$ cat config.mk
export PLATFORM = sky130hd
export DESIGN_NAME = qed_dup_scheduler
export DESIGN_NICKNAME = d
export VERILOG_FILES = /design/src/rtl/qed_pkg.sv /design/src/rtl/qed_timeout_ctr.sv /design/src/rtl/qed_dup_scheduler.sv
export SDC_FILE = /design/constraint.sdc
export NUM_CORES = 1
export LEC_CHECK = 0
export BUFFER_PORTS_ARGS = -buffer_cell sky130_fd_sc_hd__buf_4
export CORE_MARGIN = 5
export CORE_UTILIZATION = 49
export CTS_BUF_LIST = sky130_fd_sc_hd__clkbuf_8
export CTS_CLUSTER_DIAMETER = 150
export DETAILED_ROUTE_END_ITERATION = 16
export PLACE_DENSITY_LB_ADDON = 0.25
export SYNTH_ARGS = -nofsm -noshare
export SYNTH_HDL_FRONTEND = slang
export SYNTH_SLANG_ARGS = --single-unit
$ cat constraint.sdc
create_clock -name clk -period 2 [get_ports clk]
set_clock_uncertainty 0.1 [all_clocks]
set_input_delay 0.3 -clock clk [delete_from_list [all_inputs] [get_ports clk]]
set_output_delay 0.3 -clock clk [all_outputs]
set_load 0.02 [all_outputs]
$ cat src/rtl/qed_pkg.sv
// Shared QED definitions: scheduler state encoding and the control-flow opcodes that end an
// original segment early (also used by qed_decoder).
package qed_pkg;

  typedef enum logic [1:0] {
    StIdle,
    StOrig,
    StDup,
    StCheck
  } qed_state_e;

  localparam logic [6:0] OpBranch  = 7'b1100011;
  localparam logic [6:0] OpJal     = 7'b1101111;
  localparam logic [6:0] OpJalr    = 7'b1100111;
  localparam logic [6:0] OpSystem  = 7'b1110011;
  localparam logic [6:0] OpMiscMem = 7'b0001111;

  function automatic logic is_cf_opcode(input logic [6:0] opcode);
    return (opcode == OpBranch) || (opcode == OpJal) || (opcode == OpJalr) ||
           (opcode == OpSystem) || (opcode == OpMiscMem);
  endfunction

endpackage

$ cat src/rtl/qed_timeout_ctr.sv
// Loadable, clearable saturating up-counter with a terminal-count flag.
module qed_timeout_ctr #(
  parameter int unsigned WIDTH    = 4,
  parameter int unsigned TERMINAL = 15
) (
  input  logic             clk,
  input  logic             rst_n,
  input  logic             clr,
  input  logic             inc,
  input  logic             load,
  input  logic [WIDTH-1:0] load_val,
  output logic             tc
);

  logic [WIDTH-1:0] cnt_q, cnt_d;

  always_comb begin
    cnt_d = cnt_q;
    if (clr) begin
      cnt_d = '0;
    end else if (load) begin
      cnt_d = load_val;
    end else if (inc && (cnt_q != '1)) begin
      cnt_d = cnt_q + WIDTH'(1);
    end
  end

  always_ff @(posedge clk or negedge rst_n) begin
    if (!rst_n) begin
      cnt_q <= '0;
    end else begin
      cnt_q <= cnt_d;
    end
  end

  assign tc = (cnt_q == WIDTH'(TERMINAL));

endmodule

$ cat src/rtl/qed_dup_scheduler.sv
// Alternates the core between original and duplicate instruction phases and pulses qed_check
// when both segment counts match.
module qed_dup_scheduler
  import qed_pkg::*;
#(
  parameter int unsigned DEPTH   = 8,
  parameter int unsigned CNT_W   = $clog2(DEPTH + 1),
  parameter int unsigned TIMEOUT = 16
) (
  input  logic             clk,
  input  logic             rst_n,
  input  logic             ena,
  input  logic             ifu_vld,
  input  logic             stall_IF,
  input  logic             ifu_is_cf,
  input  logic             qic_vld,
  output logic             exec_dup,
  output logic             qed_check,
  output logic [CNT_W-1:0] orig_cnt,
  output logic [CNT_W-1:0] dup_cnt,
  output logic             dup_err
);

  localparam int unsigned TMO_W = $clog2(TIMEOUT);

  qed_state_e       state_q, state_d;
  logic [CNT_W-1:0] orig_q, orig_d;
  logic [CNT_W-1:0] dup_q, dup_d;
  logic             exec_dup_q, qed_check_q, dup_err_q;
  logic             acc, rep, in_dup, tmo_tc;

  assign acc    = ifu_vld & ~stall_IF;
  assign rep    = acc & qic_vld;
  assign in_dup = (state_q == StDup);

  always_comb begin
    state_d = state_q;
    orig_d  = orig_q;
    dup_d   = dup_q;
    unique case (state_q)
      StIdle: begin
        orig_d = '0;
        dup_d  = '0;
        if (ena) state_d = StOrig;
      end
      StOrig: begin
        if (acc) begin
          orig_d = orig_q + CNT_W'(1);
          // A disable that coincides with an accept still has a non-empty segment to replay.
          if (ifu_is_cf || (orig_q == CNT_W'(DEPTH - 1)) || !ena) state_d = StDup;
        end else if (!ena) begin
          state_d = (orig_q == '0) ? StIdle : StDup;
        end
      end
      StDup: begin
        if (rep) begin
          dup_d = dup_q + CNT_W'(1);
          if (dup_q == orig_q - CNT_W'(1)) state_d = StCheck;
        end
      end
      StCheck: begin
        orig_d  = '0;
        dup_d   = '0;
        state_d = ena ? StOrig : StIdle;
      end
      default: state_d = StIdle;
    endcase
  end

  always_ff @(posedge clk or negedge rst_n) begin
    if (!rst_n) begin
      state_q     <= StIdle;
      orig_q      <= '0;
      dup_q       <= '0;
      exec_dup_q  <= 1'b0;
      qed_check_q <= 1'b0;
      dup_err_q   <= 1'b0;
    end else begin
      state_q     <= state_d;
      orig_q      <= orig_d;
      dup_q       <= dup_d;
      exec_dup_q  <= (state_d == StDup);
      qed_check_q <= (state_d == StCheck);
      dup_err_q   <= dup_err_q | tmo_tc;
    end
  end

  // Counts DUP cycles without a replay; any replay or leaving DUP restarts it.
  qed_timeout_ctr #(
    .WIDTH   (TMO_W),
    .TERMINAL(TIMEOUT - 1)
  ) u_timeout_ctr (
    .clk     (clk),
    .rst_n   (rst_n),
    .clr     (~in_dup | rep),
    .inc     (in_dup & ~rep),
    .load    (1'b0),
    .load_val({TMO_W{1'b0}}),
    .tc      (tmo_tc)
  );

  assign exec_dup  = exec_dup_q;
  assign qed_check = qed_check_q;
  assign orig_cnt  = orig_q;
  assign dup_cnt   = dup_q;
  assign dup_err   = dup_err_q;

endmodule
Word-level counts from Yosys, hierarchy flattened
Cells that the tools add are included.
{ "classes": {"add_sub_neg": 4, "eq_ne": 11, "mux": 15, "n_bitwise": 8, "n_reduce_logical": 12} }
{ "op_table": {"columns": ["cell", "n"], "rows": [
  ["2-to-1 mux 4 bit", 4],
  ["one-hot mux 4 bit (2 select lines)", 2],
  ["2-to-1 mux 2 bit", 7],
  ["adder 4 x 1 -> 4 bit, second input constant", 3],
  ["equality test 2 bit, second input constant", 4],
  ["one-hot mux 2 bit (4 select lines)", 1],
  ["nonzero test 2 bit", 3],
  ["equality test 4 x 3 -> 1 bit, second input constant", 1],
  ["equality test 4 bit", 1],
  ["equality test 4 bit, second input constant", 1],
  ["zero test 4 bit", 1],
  ["!= test 2 bit, second input constant", 2],
  ["!= test 4 bit, second input constant", 1],
  ["AND reduction 2 bit", 2],
  ["subtractor 4 x 1 -> 4 bit, second input constant", 1],
  ["AND 1 bit", 3],
  ["NOT 1 bit", 3],
  ["equality test 2 x 1 -> 1 bit, second input constant", 1],
  ["zero test 2 bit", 1],
  ["logical OR 1 bit", 2],
  ["bitwise OR 1 bit", 2],
  ["OR reduction 2 bit", 1],
  ["logical AND 1 bit", 1],
  ["zero test 1 bit", 1],
  ["2-to-1 mux 1 bit", 1]
]} }
{ "word_totals": {"ff_bits": 17, "in_bits": 7, "elab_cells": 57} }

Depth between registers and ports, before layout
{ "logic_depth": {"ltp_word": 8, "ltp_mapped": 8} }

By module
A second synthesis with hierarchy kept.
{ "unflattened": {"hier_cells": 126, "hier_area_um2": 1162.4} }
{ "modules_own_cells": {"columns": ["mod", "instances", "cells_per_inst", "area_each_um2"], "rows": [
  ["qed_dup_scheduler", 1, 100, 919.6],
  ["qed_timeout_ctr", 1, 26, 242.7]
]} }

Worst setup path before layout
No wires, ideal clock.
{ "synth_timing": {"kind": "register to register", "startpoint": "register orig_q[0] (netlist: orig_cnt[0])", "endpoint": "register qed_check_q (netlist: qed_check)", "setup_ns": 0.066, "arrival_time_ns": 1.605, "required_ns": 1.834, "setup_slack_ns": 0.229, "path_stages_with_launch": 8, "n_path_buf": 0, "synth_period_minus_slack_ns": 1.771, "path_cell_list": "dfrtp_1 inv_1 ha_1 xnor2_1 nor4_1 nand3_1 nand3_2 and2_1"} }
{ "synth_via": {"elab_chain_len": 7} }
{ "synth_lines": {"columns": ["element", "line", "source"], "rows": [
  ["start: declaration", "qed_dup_scheduler.sv:27", "logic [CNT_W-1:0] orig_q, orig_d;"],
  ["start signal: assignment", "qed_dup_scheduler.sv:80", "orig_q <= orig_d;"],
  ["branches (longest 5 deep; another with subtractor 4 x 1 -> 4 bit)", null, null],
  ["one-hot mux 2 bit (4 select lines) (*)", "qed_dup_scheduler.sv:40", "unique case (state_q)"],
  ["via state_d[0]", "qed_dup_scheduler.sv:26", "qed_state_e state_q, state_d;"],
  ["equality test 2 bit (*)", "qed_dup_scheduler.sv:83", "qed_check_q <= (state_d == StCheck);"],
  ["end signal: assignment", "qed_dup_scheduler.sv:83", null],
  ["end: declaration", "qed_dup_scheduler.sv:29", "logic exec_dup_q, qed_check_q, dup_err_q;"]
]} }
Mark *: on every way through the listed nets, which the timed path passes.
A chain may end at the register's enable or synchronous reset.

Final worst setup path
Same ends and word-level chain as after synthesis.

==> impl_metrics.tcl <==
set metrics [dict create \
    yosys-top-cells-count "dfrtp_1 (17), nand2_1 (17), o21ai_0 (9), ha_1 (8)" \
    maxSlewViolCount 0 \
    area_delta_synth_final_pct 18.8 \
    p_leak_uw 0.000605 \
    slowest_delay_ns 0.43 \
    rows 17 \
    routed_wl_mm 2.32 \
    seq_area_um2 425 \
    drt_iter0_drc 17 \
    async_reset_ff_share_pct 100 \
    grt_max_degree 18 \
    num-nets-final 154 \
    fin_tns_setup_ns 0 \
    reg2reg_depth 7 \
    track_usage_pct 15.3 \
    setup_violations 0 \
    crit_slowest_cell "dfrtp_1" \
    netlist_instances 119 \
    relSlewSlack_pct 75.6 \
    ios 18 \
    p_int_uw 823 \
    ys_ff_latch 17 \
    yosysWarnings 0 \
    clkTransAtPathRegs_ns 0.07 \
    crit_buf_inv 1 \
    syn_avg_cell_area_um2 9.19 \
    worstMarginPinSlew_ns 0.367 \
    grt_pass1_vias 893 \
    worstPathMaxFanout 6 \
    hold_path.class "in -> reg" \
    path_class "reg -> reg" \
    die-width_um 57.2 \
    start_util_pct 50.4 \
    port_buffers 17 \
    clockBufferDepth 2 \
    htree_levels 1 \
    ir_drop_v 0.000611 \
    critical_path_cell_count 7 \
    synth-edff-count 0 \
    min_period_over_period_pct 87.1 \
    netlist_area_um2 1090 \
    pwr-share-seq_pct 34.5 \
    dp_hpwl_mm 1.79 \
    crit_chain "inv_1 -> ha_1 -> xnor2_1 -> nor4_1 -> nand3_1 -> nand3_2 -> and2_1" \
    syn_nets 134 \
    clkPwrFrac_pct 18.2 \
    arrival_ns 1.83 \
    r2r_slack_ns 0.26 \
    diodes 0 \
    rsz0062_at_grt "false" \
    p_per_area_nw_per_um2 1090 \
    crit_family "simple AND/OR/NAND/NOR gates" \
    combPwrFrac_pct 47.3 \
    num_vias 919 \
    place_congestion 0.813 \
    wl_per_cell_um 14.0 \
    drcViolationCount 0 \
    grt-ovfl-total 0 \
    ctsRootBufferMaster "clkbuf_8" \
    cts_tree "yes" \
    synth_seq_area_share_pct 38.9 \
    holdPathStages 3 \
    status "finished clean" \
    nFillCells 210 \
    antenna_found_initial 0 \
    numCtsBuffers 3 \
    antenna_left 0 \
    switching_share_pct 41.7 \
    cp-end-kind "register" \
    dp.cells 161 \
    power.net_switching_uw 589 \
    coreArea_um2 2170 \
    ys_types 37 \
    worstPathRequired_ns 2.09 \
    grt_pass1_wl_mm 4.06 \
    finalHoldViolCount 0 \
    clock_latency_ns 0.25 \
    crit_path_start_kind "register" \
    max_freq_ghz 0.574 \
    drt-pass1-iter-count 4 \
    die_area_um2 3280 \
    multiInputGateArea_um2 613 \
    synth_area_leaders "dfrtp_1 (39%), ha_1 (9.2%), nand2_1 (5.8%)" \
    clock_sinks 17 \
    cap_violations 0 \
    layout-drive-gt1-share_pct 20.3 \
    yosysTopAreaCellShare_pct 38.9 \
    stdcell_count 166 \
    synthFlopType "dfrtp_1" \
    yosysTopAreaCell "dfrtp_1" \
    die_y_um 57.2 \
    avgViaCountPerCell 5.54 \
    period_needed_ns 1.74 \
]
final timing paths:
check	from	endpoint
setup / recovery	orig_cnt[0]	qed_check
hold / removal	ena	state_q[0]
setup reg to reg	orig_cnt[0]	qed_check
hold reg to reg	dup_err	dup_err
max in group asynchronous	rst_n	dup_cnt[2]
min in group asynchronous	rst_n	orig_cnt[3]
per-stage QoR:
| stage | util (%) | setup slack (ns) | power, µW | instance area, µm² | hold slack (ns) |
|---|---|---|---|---|---|
| finish | 59.9 | 0.258 | 1410 | 1300 | 0.263 |
| global route | 59.9 | 0.0871 | 1530 | 1300 | 0.280 |
| CTS | 59.9 | 0.257 | 1420 | 1300 | 0.264 |
| detailed placement | 57.3 | 0.280 | 1160 | 1240 | 0.0782 |
| global placement | 57.3 | 0.294 | 1140 | 1240 | 0.0762 |
| floorplan | - | 0.229 | 957 | 1090 | -0.0956 |
power by group through the flow:
stage	Combinational [µW]	Sequential, µW	Clock [µW]
4_1_cts	669	486	260
5_1_grt	745	499	283
3_5_place_dp	665	493	0
2_1_floorplan	443	514	0
6_report	668	486	257
3_3_place_gp	647	489	0
flip-flops by register name, indices dropped and copies added, names as in the netlist:
| register | cells |
|---|---|
| qed_check | 1 |
| orig_cnt | 4 |
| u_timeout_ctr.cnt_q | 4 |
| dup_cnt | 4 |
| dup_err | 1 |
| exec_dup | 1 |
| state_q | 2 |
cells in the final DEF, fill, tap and decap left out, drive strengths merged, types with 4 or more instances in the layout:
master / Yosys / final
a32o: 4 / 4
buf: 3 / 19
dfrtp: 17 / 17
ha: 8 / 8
inv: 7 / 7
nand2: 18 / 18
nand3: 8 / 8
nor2: 5 / 5
o21ai: 10 / 10
xnor2: 5 / 5
what timing repair did:
item / in CTS / in global routing
endpoints found under the hold margin: 17 / 0
resized for setup: 0 / 0
buffers inserted: 0 / 0
hold buffers: 1 / 0
cell families (layout without fill, tap and decap cells):
group,after synthesis,count (layout),synth area share [%]
muxes,3,3,2.75
adders and majority gates,8,8,9.15
AOI/OAI and AO/OA,23,23,14.6
and+or+nand+nor,49,49,23.9
buffers and inverters,12,31,5.03
DFF,17,17,38.9
xor gates and xnor gates,7,7,5.61
worst min-delay path: stages:
cell	delay, ns
buf_4	0.11
o41ai_2	0.08
nand3_2	0.08
layer usage:
metal	global-route usage (%)	routed length, µm	vias up
li1	-	-	458
met1	21.8	1110	440
met2	24.6	1080	19
met3	2.49	119	2
met4	2.98	10	0
met5	0	0	-
area by class of cell:
class                      instances  area share (%)
sequential                        17            32.8
multi-input combinational         90            47.2
tap                               28            2.70
inverter                           7            2.02
clock buffer                       3            3.18
timing repair buffer              20            11.8
clock inverter                     1           0.385
Note: power is estimated with default switching activity, not from simulation.
